===== src/rtl/intt_pkg.sv =====
// Shared constants, command codes and stage-shape helpers for the INTT controller.
package intt_pkg;

  // Command codes on the conf bus; any unlisted code decodes to CONF_IDLE.
  typedef enum logic [3:0] {
    CONF_IDLE        = 4'b0000,
    CONF_RADIX4      = 4'b0101,
    CONF_RADIX2      = 4'b0110,
    CONF_DONE_RADIX2 = 4'b0111,
    CONF_DONE_RADIX4 = 4'b1000
  } conf_e;

  localparam int N_BFLY      = 128;
  localparam int LOG2_N_BFLY = 7;
  localparam int CNT_W       = LOG2_N_BFLY;
  localparam int STAGE_W     = 3;

  // Stage numbers with special meaning.
  localparam logic [STAGE_W-1:0] P_FIRST_R4 = 3'd0;
  localparam logic [STAGE_W-1:0] P_LAST_R4  = 3'd3;
  localparam logic [STAGE_W-1:0] P_RADIX2   = 3'd4;

  // Completion codes reported to the op sequencer.
  localparam logic [2:0] DONE_NONE   = 3'b000;
  localparam logic [2:0] DONE_RADIX4 = 3'b011;
  localparam logic [2:0] DONE_RADIX2 = 3'b100;

  // Map a raw conf code onto the command enum, folding illegal codes to idle.
  function automatic conf_e decode_conf(input logic [3:0] code);
    case (code)
      4'b0101: return CONF_RADIX4;
      4'b0110: return CONF_RADIX2;
      4'b0111: return CONF_DONE_RADIX2;
      4'b1000: return CONF_DONE_RADIX4;
      default: return CONF_IDLE;
    endcase
  endfunction

  // Last intra-group index j of a radix-4 stage: (1 << 2p) - 1.
  function automatic logic [CNT_W-1:0] j_last(input logic [STAGE_W-1:0] stage);
    case (stage)
      3'd0:    return 7'd0;
      3'd1:    return 7'd3;
      3'd2:    return 7'd15;
      3'd3:    return 7'd63;
      default: return 7'd63;
    endcase
  endfunction

  // Last group index k of a radix-4 stage: (N_BFLY >> 2p) - 1.
  function automatic logic [CNT_W-1:0] k_last(input logic [STAGE_W-1:0] stage);
    case (stage)
      3'd0:    return 7'd127;
      3'd1:    return 7'd31;
      3'd2:    return 7'd7;
      3'd3:    return 7'd1;
      default: return 7'd0;
    endcase
  endfunction

endpackage


===== src/rtl/intt_fsm_delay_line.sv =====
// Fixed-depth shift register used to time write-back and drain strobes.
module delay_line #(
  parameter int DEPTH = 1,
  parameter int WIDTH = 1
) (
  input  logic             clk,
  input  logic             rst,
  input  logic [WIDTH-1:0] d,
  output logic [WIDTH-1:0] q
);

  logic [WIDTH-1:0] stages [DEPTH];

  // Shift the input through DEPTH registers; reset clears every stage.
  always_ff @(posedge clk) begin
    if (rst) begin
      for (int s = 0; s < DEPTH; s++) begin
        stages[s] <= '0;
      end
    end else begin
      stages[0] <= d;
      for (int s = 1; s < DEPTH; s++) begin
        stages[s] <= stages[s-1];
      end
    end
  end

  assign q = stages[DEPTH-1];

endmodule


===== src/rtl/intt_fsm.sv =====
// Loop and strobe sequencer for the inverse 512-point mixed-radix NTT.
// Radix-4 stages run first with p ascending 0..3, followed by one radix-2
// stage (p=4). Index counters follow the registered command; read, enable and
// select strobes lag the command decode by one register, write enable lags it
// by one register plus the butterfly write-back latency of the selected path.
module intt_fsm
  import intt_pkg::*;
#(
  parameter int LAT_R2 = 8,
  parameter int LAT_R4 = 14
) (
  input  logic               clk,
  input  logic               rst,
  input  logic [3:0]         conf,
  output logic               sel,
  output logic [CNT_W-1:0]   i,
  output logic [CNT_W-1:0]   k,
  output logic [CNT_W-1:0]   j,
  output logic [STAGE_W-1:0] p,
  output logic               ren,
  output logic               en,
  output logic               wen,
  output logic               scale,
  output logic [2:0]         done_flag
);

  conf_e              conf_state;
  conf_e              conf_in;
  logic [CNT_W-1:0]   i_next;
  logic [CNT_W-1:0]   j_next;
  logic [CNT_W-1:0]   k_next;
  logic [STAGE_W-1:0] p_next;
  logic               r4_last;

  logic ren_d;
  logic en_d;
  logic wen_d;
  logic sel_d;
  logic drain;
  logic en_next;
  logic wen_next;

  logic wen_r2_tap;
  logic wen_r4_tap;
  logic en_r2_tap;
  logic en_r4_tap;

  assign conf_in = decode_conf(conf);

  // The final radix-4 stage ends after its first group completes (k=0, j=63).
  assign r4_last = (p == P_LAST_R4) && (k == 7'd0) && (j == 7'd63);

  // Command register and index counters.
  always_ff @(posedge clk) begin
    if (rst) begin
      conf_state <= CONF_IDLE;
      i          <= 7'd0;
      j          <= 7'd0;
      k          <= 7'd0;
      p          <= P_FIRST_R4;
    end else begin
      conf_state <= conf_in;
      i          <= i_next;
      j          <= j_next;
      k          <= k_next;
      p          <= p_next;
    end
  end

  // Next-state counter logic driven by the registered command.
  always_comb begin
    i_next = i;
    j_next = j;
    k_next = k;
    p_next = p;
    case (conf_state)
      CONF_RADIX4: begin
        // j innermost, then k, then p; i is left alone for the radix-2 mode.
        if (p > P_LAST_R4) begin
          // Entered straight from radix-2 with p=4: restart the sweep.
          j_next = 7'd0;
          k_next = 7'd0;
          p_next = P_FIRST_R4;
        end else if (r4_last) begin
          j_next = 7'd0;
          k_next = 7'd0;
          p_next = P_FIRST_R4;
        end else if (j == j_last(p)) begin
          j_next = 7'd0;
          if (k == k_last(p)) begin
            k_next = 7'd0;
            p_next = p + 3'd1;
          end else begin
            k_next = k + 7'd1;
          end
        end else begin
          j_next = j + 7'd1;
        end
      end
      CONF_RADIX2: begin
        // j and k are held so a radix-4 sweep is not disturbed.
        p_next = P_RADIX2;
        if (i == 7'd127) begin
          i_next = 7'd0;
        end else begin
          i_next = i + 7'd1;
        end
      end
      default: begin
        // Park the counters; preload p=4 so it is ready when radix-2 begins.
        i_next = 7'd0;
        j_next = 7'd0;
        k_next = 7'd0;
        if (conf_in == CONF_RADIX2) begin
          p_next = P_RADIX2;
        end else begin
          p_next = P_FIRST_R4;
        end
      end
    endcase
  end

  // Completion code, valid for the single cycle carrying the last butterfly.
  always_comb begin
    done_flag = DONE_NONE;
    case (conf_state)
      CONF_RADIX4: begin
        if (r4_last) begin
          done_flag = DONE_RADIX4;
        end else begin
          done_flag = DONE_NONE;
        end
      end
      CONF_RADIX2: begin
        if (i == 7'd127) begin
          done_flag = DONE_RADIX2;
        end else begin
          done_flag = DONE_NONE;
        end
      end
      default: done_flag = DONE_NONE;
    endcase
  end

  // Strobe decode from the registered command.
  always_comb begin
    ren_d = 1'b0;
    en_d  = 1'b0;
    wen_d = 1'b0;
    sel_d = 1'b0;
    drain = 1'b0;
    case (conf_state)
      CONF_RADIX4: begin
        ren_d = 1'b1;
        en_d  = 1'b1;
        wen_d = 1'b1;
        sel_d = 1'b1;
      end
      CONF_RADIX2: begin
        ren_d = 1'b1;
        en_d  = 1'b1;
        wen_d = 1'b1;
      end
      CONF_DONE_RADIX4: begin
        sel_d = 1'b1;
        drain = 1'b1;
      end
      CONF_DONE_RADIX2: begin
        drain = 1'b1;
      end
      default: begin
        drain = 1'b0;
      end
    endcase
  end

  // Write-enable pipelines, one per butterfly latency.
  delay_line #(.DEPTH(LAT_R2), .WIDTH(1)) u_wen_r2 (
    .clk (clk),
    .rst (rst),
    .d   (wen_d),
    .q   (wen_r2_tap)
  );

  delay_line #(.DEPTH(LAT_R4), .WIDTH(1)) u_wen_r4 (
    .clk (clk),
    .rst (rst),
    .d   (wen_d),
    .q   (wen_r4_tap)
  );

  // Enable pipelines one shorter, so that with the output register en keeps
  // the butterflies clocked until the last result is written back.
  delay_line #(.DEPTH(LAT_R2 - 1), .WIDTH(1)) u_en_r2 (
    .clk (clk),
    .rst (rst),
    .d   (en_d),
    .q   (en_r2_tap)
  );

  delay_line #(.DEPTH(LAT_R4 - 1), .WIDTH(1)) u_en_r4 (
    .clk (clk),
    .rst (rst),
    .d   (en_d),
    .q   (en_r4_tap)
  );

  // Pick the enable source (drain tap or live decode) and the write tap by path.
  always_comb begin
    en_next  = en_d;
    wen_next = wen_r2_tap;
    if (drain) begin
      if (sel) begin
        en_next = en_r4_tap;
      end else begin
        en_next = en_r2_tap;
      end
    end else begin
      en_next = en_d;
    end
    if (sel) begin
      wen_next = wen_r4_tap;
    end else begin
      wen_next = wen_r2_tap;
    end
  end

  // Registered strobe outputs; scale mirrors en whenever the radix-2 path is selected.
  always_ff @(posedge clk) begin
    if (rst) begin
      sel   <= 1'b0;
      ren   <= 1'b0;
      en    <= 1'b0;
      wen   <= 1'b0;
      scale <= 1'b0;
    end else begin
      sel   <= sel_d;
      ren   <= ren_d;
      en    <= en_next;
      wen   <= wen_next;
      scale <= en_next & ~sel_d;
    end
  end

endmodule


===== config.mk =====
export PLATFORM = sky130hd
export DESIGN_NAME = intt_fsm
export DESIGN_NICKNAME = d
export VERILOG_FILES = /design/src/rtl/intt_pkg.sv /design/src/rtl/intt_fsm_delay_line.sv /design/src/rtl/intt_fsm.sv
export SDC_FILE = /design/constraint.sdc
export NUM_CORES = 1
export LEC_CHECK = 0
export ABC_AREA = 1
export BUFFER_PORTS_ARGS = -buffer_cell sky130_fd_sc_hd__buf_2
export CORE_AREA = 4 4 103 105
export DETAILED_ROUTE_END_ITERATION = 7
export DIE_AREA = 0 0 107 109
export PLACE_DENSITY_LB_ADDON = 0.2
export SYNTH_ARGS = -nofsm -noshare
export SYNTH_HDL_FRONTEND = slang
export SYNTH_SLANG_ARGS = --single-unit
export TNS_END_PERCENT = 1

===== constraint.sdc =====
create_clock -name clk -period 2.25 [get_ports clk]
set_input_delay 0.225 -clock clk [delete_from_list [all_inputs] [get_ports clk]]
set_output_delay 0.225 -clock clk [all_outputs]
set_load 0.05 [all_outputs]

; ---- Word-level counts from Yosys, hierarchy flattened
; Memories as Yosys holds them, arrays and structs flattened.
; Cells that the tools add are included.
[op_classes]
bitwise = 45
n_eq_ne = 18
add_sub_neg = 4
mux = 81
reduce_logical = 9
magnitude_cmp = 1
[ops]
columns = cell, n
row1 = $mux 7, 15
row2 = $mux 1, 51
row3 = $or 1x1->1, 42
row4 = $pmux 7 s2, 3
row5 = $eq 4x3->1 const B, 7
row6 = $pmux 7 s4, 1
row7 = $add 7x1->7 const B, 3
row8 = $mux 3, 6
row9 = $pmux 6 s3, 1
row10 = $pmux 4 s4, 1
row11 = $eq 7x7->1, 2
row12 = $pmux 3 s2, 2
row13 = $eq 4x4->1 const B, 2
row14 = $ne 4x4->1 const B, 2
row15 = $eq 7x6->1 const B, 1
row16 = $eq 7x7->1 const B, 1
row17 = $logic_not 7->1, 1
row18 = $eq 3x2->1 const B, 2
row19 = $reduce_or 2->1, 3
row20 = $reduce_and 2->1, 2
row21 = $add 3x1->3 const B, 1
row22 = $eq 3x1->1 const B, 1
row23 = $gt 3x2->1 const B, 1
row24 = $logic_not 3->1, 1
row25 = other kinds (4), 6
[totals]
elab_cells = 172
reg_bits = 33
inputBits = 6
ramBits = 42
mem_count = 4
out_inout_bits = 32
[mem_list]
columns = memory, words, word_bits, read_ports, rd_clocked_by_memory_dff, wr, line
row1 = u_wen_r4.stages, 14, 1, 14, 0, 14, intt_fsm_delay_line.sv:12  ; logic [WIDTH-1:0] stages [DEPTH];
row2 = u_en_r4.stages, 13, 1, 13, 0, 13, intt_fsm_delay_line.sv:12
row3 = u_wen_r2.stages, 8, 1, 8, 0, 8, intt_fsm_delay_line.sv:12
row4 = u_en_r2.stages, 7, 1, 7, 0, 7, intt_fsm_delay_line.sv:12

; ---- Longest topological paths before layout
; Gate-level depths: netlist (run 1).
[logic_depth]
word_depth = 17
mapped_depth = 14
mapped_depth_nobuf = 13

; ---- Cells and area by module
; From an unflattened synthesis (run 1), not the netlist that was laid out.
[unflattened]
cells_unflattened = 420
area_unflattened_um2 = 3121.7
[modules_own_cells]
columns = module, area_each_um2, seq_area_each_um2, cells_each, instances
row1 = intt_fsm, 1931.9, 660.6, 291, 1
row2 = delay_line at u_wen_r4, 396.6, 280.3, 43, 1
row3 = delay_line at u_en_r4, 369.1, 260.2, 40, 1
row4 = delay_line at u_wen_r2, 231.5, 160.2, 25, 1
row5 = delay_line at u_en_r2, 192.7, 140.1, 21, 1

; ---- Least setup slack after synthesis (run 1)
; Ideal clock, no wire load.
[synth_path]
kind = reg-to-output
startpoint = reg p[1]
endpoint = out done_flag[1]
path_buffers = 1
arrival_time_ns = 2.476
stages_incl_launch_ff = 8
setup_slack_ns = -0.451
t_required_ns = 2.025
cell_sequence = dfxtp_1 > ha_1 > ha_1 > nand3_1 > nor2_1 > nand2_1 > nor2_1 > buf_4
[synth_via]
elab_chain_len = 5
[synth_lines]
columns = element, line
row1 = "start, declared", intt_fsm.sv:19  ; output logic [STAGE_W-1:0] p,
row2 = "start signal, assigned", intt_fsm.sv:66  ; p <= p_next;
row3 = $eq 3x2->1, intt_fsm.sv:51  ; assign r4_last = (p == P_LAST_R4) && (k == 7'd0) && (j == 7'd63);
row4 = $logic_and 1x1->1 (2 in a row), intt_fsm.sv:51
row5 = $mux 2, intt_fsm.sv:128  ; if (r4_last) begin
row6 = $pmux 3 s2, intt_fsm.sv:126  ; case (conf_state)
row7 = "end, declared", intt_fsm.sv:24  ; output logic [2:0] done_flag
; Every way passes these cells.

; ---- Worst setup path after layout (run 1)
[layout_path]
startpoint = reg p[0]
endpoint = reg k[1]
[layout_via]
elab_chain_len = 12
elab_cells_between_ends = 25
cone_classes = 1 x order compare / 6 x eq/ne / 14 x mux / 4 x reduce/logical
[layout_lines]
columns = element, line
row1 = $eq 3x2->1 (tied with other cells), "intt_pkg.sv:52, intt_fsm.sv:51"
row2 = $pmux 7 s4, intt_pkg.sv:52  ; case (stage)
row3 = $mux 7, intt_fsm.sv:88  ; end else if (j == j_last(p)) begin
row4 = $mux 7, intt_fsm.sv:84  ; end else if (r4_last) begin
row5 = $mux 7, intt_fsm.sv:79  ; if (p > P_LAST_R4) begin
row6 = $mux 7, intt_fsm.sv:76  ; case (conf_state)
row7 = $eq 7x7->1, intt_fsm.sv:90  ; if (k == k_last(p)) begin
row8 = $mux 7, intt_fsm.sv:90
row9 = $mux 7, intt_fsm.sv:88
row10 = $mux 7, intt_fsm.sv:84
row11 = $mux 7, intt_fsm.sv:79
row12 = $pmux 7 s2, intt_fsm.sv:76
row13 = "end signal, assigned", intt_fsm.sv:65  ; k <= k_next;
row14 = "end, declared", intt_fsm.sv:17  ; output logic [CNT_W-1:0] k,
; Several ways; a longest one is shown, not always the timed one. The select of a mux whose other input is x is not followed.
; A chain may end at the register's enable or synchronous reset.

==> results.toml, run 1 <==
[outcome]
status = "finished clean"

[timing]
max_slew.worst_pin.slew_ns = 0.3825
hold_violations = 0
finalClockSkew_ns = 0.008626
rsz0062_at_grt = "true"
clock.fmax_mhz = 468.4
slew_viol_final = 0
period_share_pct = 94.89
slew_headroom_pct = 74.34
fin_crit_ns = 2.135
finalWorstSetupSlack_ns = 0.1151
timing.hold.ws_ns = 0.08203
setup_violations = 0

[critical_path]
rr_endpoint = "k[1]"
endpoint = "k[1]"
cp_max_fo = 12
startpoint_type = "flop"
cp_data_required_time_ns = 2.45
rr_worst_depth = 11
r2r-start = "p[0]"
cp-startpoint = "p[0]"
crit_path_end_kind = "flop"
regToRegSetupSlack_ns = 0.12
critPathArrivalTime_ns = 2.34
path_class = "reg2reg"

[hold_path]
worstHoldStart = "conf[1]"
hold_path_depth = 2
hold_path.class = "in2reg"

[grt]
grt_pass1_wl_mm = 9.611
grt.overflow.total = 0
antenna_found_initial = 0
grt_pass1_vias = 1944
grt_usage_pct = 10.41
grt_max_degree = 25

[synthesis]
postSynthCellCount = 337
ys_warn_count = 0
syn_area_um2 = 2359
seq_area_frac_synth_pct = 39.05
synth-seq-cells = 46
synth_top_cell_by_area = "dfxtp_1"
yosys-top-cells-area = "dfxtp_1 (39%), nand2_1 (10%), nor2_1 (9.4%)"
yosys.area.top_type_share_pct = 39.05
syn_nets = 352
syn_avg_cell_area_um2 = 6.999
synth_cell_types = 34

[routing]
ant_nets = 0
routed_wl_mm = 5.871
wire_per_inst_um = 11.51
drt_iter0_drc = 66
drt-pass1-iter-count = 4
via_count = 2131
vias_per_cell = 4.178
drc = 0

[die]
die_area_um2 = 11660
rows = 36
die_h_um = 109
die_x_um = 107
start_util_pct = 24.47
core_area_um2 = 9639
ios = 38

[clock_network]
cts_hold_buf = 0
cts_num_sinks = 46
path_clk_slew_ns = 0.11
clk-insertion-delay-late_ns = 0.31
htree_levels = 2
cts_buffer_depth = 2
root_buffer = "clkbuf_8"
cts_made_buffers = 5
cts_tree = "done"

[finish]
finalNetCount = 391
antenna_cells = 0
areaGrowthSynthToFinish_pct = 18.67
n_fill_cell = 1100
drive_gt1_share_pct = 20.42

[placed_design]
gp_congestion = 0.8534
dp_hpwl_mm = 4.385
pre_cts_ws_ns = 0.1463
portBuffers = 37

[power]
p_leak_nw = 1.290
irDropWorstVdd_mv = 0.2659
p_per_area_nw_per_um2 = 517.9

[run]
cap_violations = 0
-- critical path: stages, from the launching register on --
cell and delay [ns]:
dfxtp_2 0.36, inv_1 0.10, ha_1 0.22, inv_1 0.10, nor2_2 0.14, a21boi_0 0.11
nor2_1 0.16, nand3_2 0.11, nand2_2 0.26, nand2_2 0.15, o21ai_0 0.25, nor2_1 0.06
-- power by group --
part | internal, mW | switching, mW
sequential | 0.817 | 0.00293
clock | 0.233 | 0.346
combinational | 0.0146 | 0.0360
total | 1.06 | 0.385
-- metal layers --
metal  global-route usage, %  up-vias  wire, µm
li1                        -     1145         -
met1                   14.46      924      2939
met2                   16.10       57      2549
met3                   2.842        5       322
met4                   2.466        0        59
met5                       0        -         0
-- registers in the layout, indices dropped and copies added (netlist names) --
name / cells
conf_state: 4
en: 1
i: 7
j: 7
k: 7
p: 3
scale: 1
sel: 1
u_wen_r2.stages: 6
u_wen_r4.stages: 8
wen: 1
-- Yosys cell counts --
master     n
a211oi_1   1
a21boi_0   1
a21oi_1   16
a21oi_2    2
a21oi_4    1
a31oi_1    1
a41oi_1    1
and3_1     1
buf_2      2
buf_4      2
buf_6      2
clkbuf_1   3
clkinv_1   1
dfxtp_1   46
ha_1       9
inv_1     53
inv_2      3
nand2_1   64
nand2_2    6
nand3_1   23
nand3_2    5
nand3_4    1
nand3b_1   1
nand4_1   11
nor2_1    59
nor2_2     1
nor2_4     1
nor3_1     7
nor3_2     1
nor4_1     2
o21ai_0    5
o21ai_2    2
xnor2_1    1
xor2_1     2
-- cell usage in the layout (no fill, tap or decap), drive strengths merged, types with 2 or more instances in the layout --
| master | instances |
|---|---|
| nand2 | 70 |
| ha | 9 |
| dfxtp | 46 |
| clkbuf | 7 |
| nor3 | 8 |
| clkinv | 2 |
| inv | 58 |
| xor2 | 2 |
| nor4 | 2 |
| nand4 | 11 |
| a21oi | 19 |
| nand3 | 29 |
| o21ai | 7 |
| buf | 39 |
| nor2 | 61 |
-- layout make-up --
cell class / instances / area [µm²] / area share [%]
multi-input cells: 225 / 1175 / 41.98
repair buffers: 41 / 220.2 / 7.868
inverters: 57 / 216.5 / 7.734
clock inverters: 3 / 28.78 / 1.028
well taps: 133 / 166.4 / 5.945
flip-flops and latches: 46 / 923.4 / 32.99
clock buffers: 5 / 68.82 / 2.459
-- worst min path at each step --
| stage | slack (ns) | endpoint |
|---|---|---|
| floorplan | 0.30 | conf_state[3] |
| global placement | 0.39 | u_wen_r4.stages[0][10] |
| detailed placement | 0.39 | u_wen_r4.stages[0][10] |
| CTS | 0.08 | conf_state[3] |
| global route | 0.08 | conf_state[3] |
| finish | 0.08 | conf_state[3] |
-- cell families after synthesis --
family / share of synthesized area [%]
and+or+nand+nor: 35.60
buffers and inverters: 11.56
DFF: 39.04
AOI/OAI and AO/OA: 7.905
adders and majority gates: 4.775
xor gates and xnor gates: 1.114
-- per-stage QoR --
step | util, % | TNS, ns | std cells | cell area, µm² | power [mW]
global placement | 27.89 | 0 | 502 | 2689 | 0.8896
detailed placement | 27.89 | 0 | 502 | 2689 | 0.8892
CTS | 28.91 | -0.05568 | 510 | 2786 | 1.475
floorplan | - | -0.1992 | 337 | 2366 | 0.8737
global route | 29.04 | -0.005586 | 510 | 2799 | 1.506
finish | 29.04 | 0 | 510 | 2799 | 1.450
-- repair_timing --
action                                 in CTS  in global routing
buffers inserted                            0                  0
setup endpoints to repair                   2                 14
endpoints found under the hold margin       0                  0
gates resized for setup                     0                  6
(Power assumes the default switching activity.)
==> run 2, diff against run 1 <==
--- a/config.mk
+++ b/config.mk
@@ -7,10 +7,12 @@
 export LEC_CHECK = 0
 export ABC_AREA = 1
 export BUFFER_PORTS_ARGS = -buffer_cell sky130_fd_sc_hd__buf_2
+export CAP_MARGIN = 15
 export CORE_AREA = 4 4 103 105
 export DETAILED_ROUTE_END_ITERATION = 7
 export DIE_AREA = 0 0 107 109
 export PLACE_DENSITY_LB_ADDON = 0.2
+export RECOVER_POWER = 25
 export SYNTH_ARGS = -nofsm -noshare
 export SYNTH_HDL_FRONTEND = slang
 export SYNTH_SLANG_ARGS = --single-unit
==> results.toml, run 2 (synthesis results as in run 1) <==
[grt]
grt.overflow.total = 0
grt_pass1_wl_mm = 9.611
antenna_found_initial = 0
grt_max_degree = 25
grt_usage_pct = 10.41
grt_pass1_vias = 1944

[clock_network]
cts_num_sinks = 46
path_clk_slew_ns = 0.11
htree_levels = 2
cts_setup_buffers = 0
cts_buffer_depth = 2
clk-insertion-delay-late_ns = 0.31
cts_tree = "done"
cts_made_buffers = 5
root_buffer = "clkbuf_8"

[finish]
finalNetCount = 391
layout_commonest_cell = "nand2_1"
antenna_cells = 0
drive_gt1_share_pct = 20.16
top_register = "u_wen_r4.stages"
areaGrowthSynthToFinish_pct = 18.62
layout_common_cells = "nand2_1 (64), nor2_1 (57), inv_1 (53), dfxtp_1 (44), buf_2 (34)"
regArea_um2 = 923.4
multi_input_area_um2 = 1175
n_fill_cell = 1100
fin_cells = 510
largest_reg_flops = 8

[critical_path]
slowest_stage = "dfxtp_2"
critPathMaxStageDelay_ns = 0.36
cp.buffers_inverters = 2
cp_data_required_time_ns = 2.45
critPathArrivalTime_ns = 2.34
cp-startpoint = "p[0]"
rr_worst_depth = 11
path_class = "reg2reg"
r2r-start = "p[0]"
startpoint_type = "flop"
worst-path-stages = 11
cp_max_fo = 12
crit_family = "simple AND/OR/NAND/NOR gates"
path_cells = "inv_1, ha_1, inv_1, nor2_2, a21boi_0, nor2_1, nand3_2, nand2_2, nand2_2, o21ai_0, nor2_1"
crit_path_end_kind = "flop"

[die]
die_area_um2 = 11660
start_util_pct = 24.47
die_x_um = 107
ios = 38
die_h_um = 109
rows = 36
core_area_um2 = 9639

[routing]
drc = 0
drt-pass1-iter-count = 4
ant_nets = 0
via_count = 2131
wire_per_inst_um = 11.51
routed_wl_mm = 5.872
vias_per_cell = 4.178
drt_iter0_drc = 66

[timing]
max_slew.worst_pin.slew_ns = 0.3819
finalClockSkew_ns = 0.008626
finalWorstSetupSlack_ns = 0.1151
clock.fmax_mhz = 468.4
fin_crit_ns = 2.135
period_share_pct = 94.89
timing.hold.ws_ns = 0.08203
slew_headroom_pct = 74.38
slew_viol_final = 0
rsz0062_at_grt = "true"
setup_violations = 0
hold_violations = 0

[placed_design]
gp_congestion = 0.8534
portBuffers = 37
dp_hpwl_mm = 4.385
pre_cts_ws_ns = 0.1463
place_inst = 502

[power]
internal_power_mw = 1.065
p_leak_nw = 1.287
clkPwrFrac_pct = 40.0
power_switching_share_pct = 26.54
p_seq_share_pct = 56.6
irDropWorstVdd_mv = 0.2658
combPwrFrac_pct = 3.5
p_per_area_nw_per_um2 = 518.1
p_sw_mw = 0.3847

[run]
cap_violations = 0

[outcome]
status = "finished clean"

[hold_path]
hold_path_depth = 2
hold_path.class = "in2reg"
worstHoldStart = "conf[1]"
run 2: power by group through the flow:
stage | Sequential, mW | Clock (mW) | Combinational (mW)
after global routing | 0.821 | 0.629 | 0.0562
after global placement | 0.839 | 0 | 0.0510
after CTS | 0.820 | 0.604 | 0.0509
after detailed placement | 0.839 | 0 | 0.0506
final | 0.820 | 0.579 | 0.0504
after floorplan | 0.843 | 0 | 0.0309
run 2: final timing paths:
| check | to | slack, ns |
|---|---|---|
| max | k[1] | 0.12 |
| min | conf_state[3] | 0.08 |
| max reg2reg | k[1] | 0.12 |
| min reg2reg | u_wen_r2.stages[1][1] | 0.40 |
run 2: area by class of cell:
class / instances / area share, %
clock inverters: 3 / 1.029
well taps: 133 / 5.948
repair buffers: 41 / 7.826
flip-flops and latches: 46 / 33.01
clock buffers: 5 / 2.460
inverters: 57 / 7.737
multi-input cells: 225 / 41.99
run 2: routing by layer:
layer / global-route usage, % / part of all wire, % / wire, µm
met1: 14.46 / 50 / 2941
met2: 16.10 / 43 / 2549
met3: 2.842 / 5.5 / 322
met4: 2.466 / 1.0 / 59
met5: 0 / 0 / 0
run 2: stage by stage:
step                      power [mW]  area, µm²   TNS [ns]  utilization [%]
after floorplan               0.8737       2366    -0.1992                -
after global placement        0.8896       2689          0            27.89
after detailed placement      0.8892       2689          0            27.89
after CTS                      1.475       2786   -0.05568            28.91
after global routing           1.506       2798  -0.005586            29.02
final                          1.449       2798          0            29.02
run 2: repair_timing:
action                     in CTS  in global routing
hold endpoints to repair        0                  0
gates resized for setup         0                  6
setup endpoints to repair       2                 14
hold buffers                    0                  0
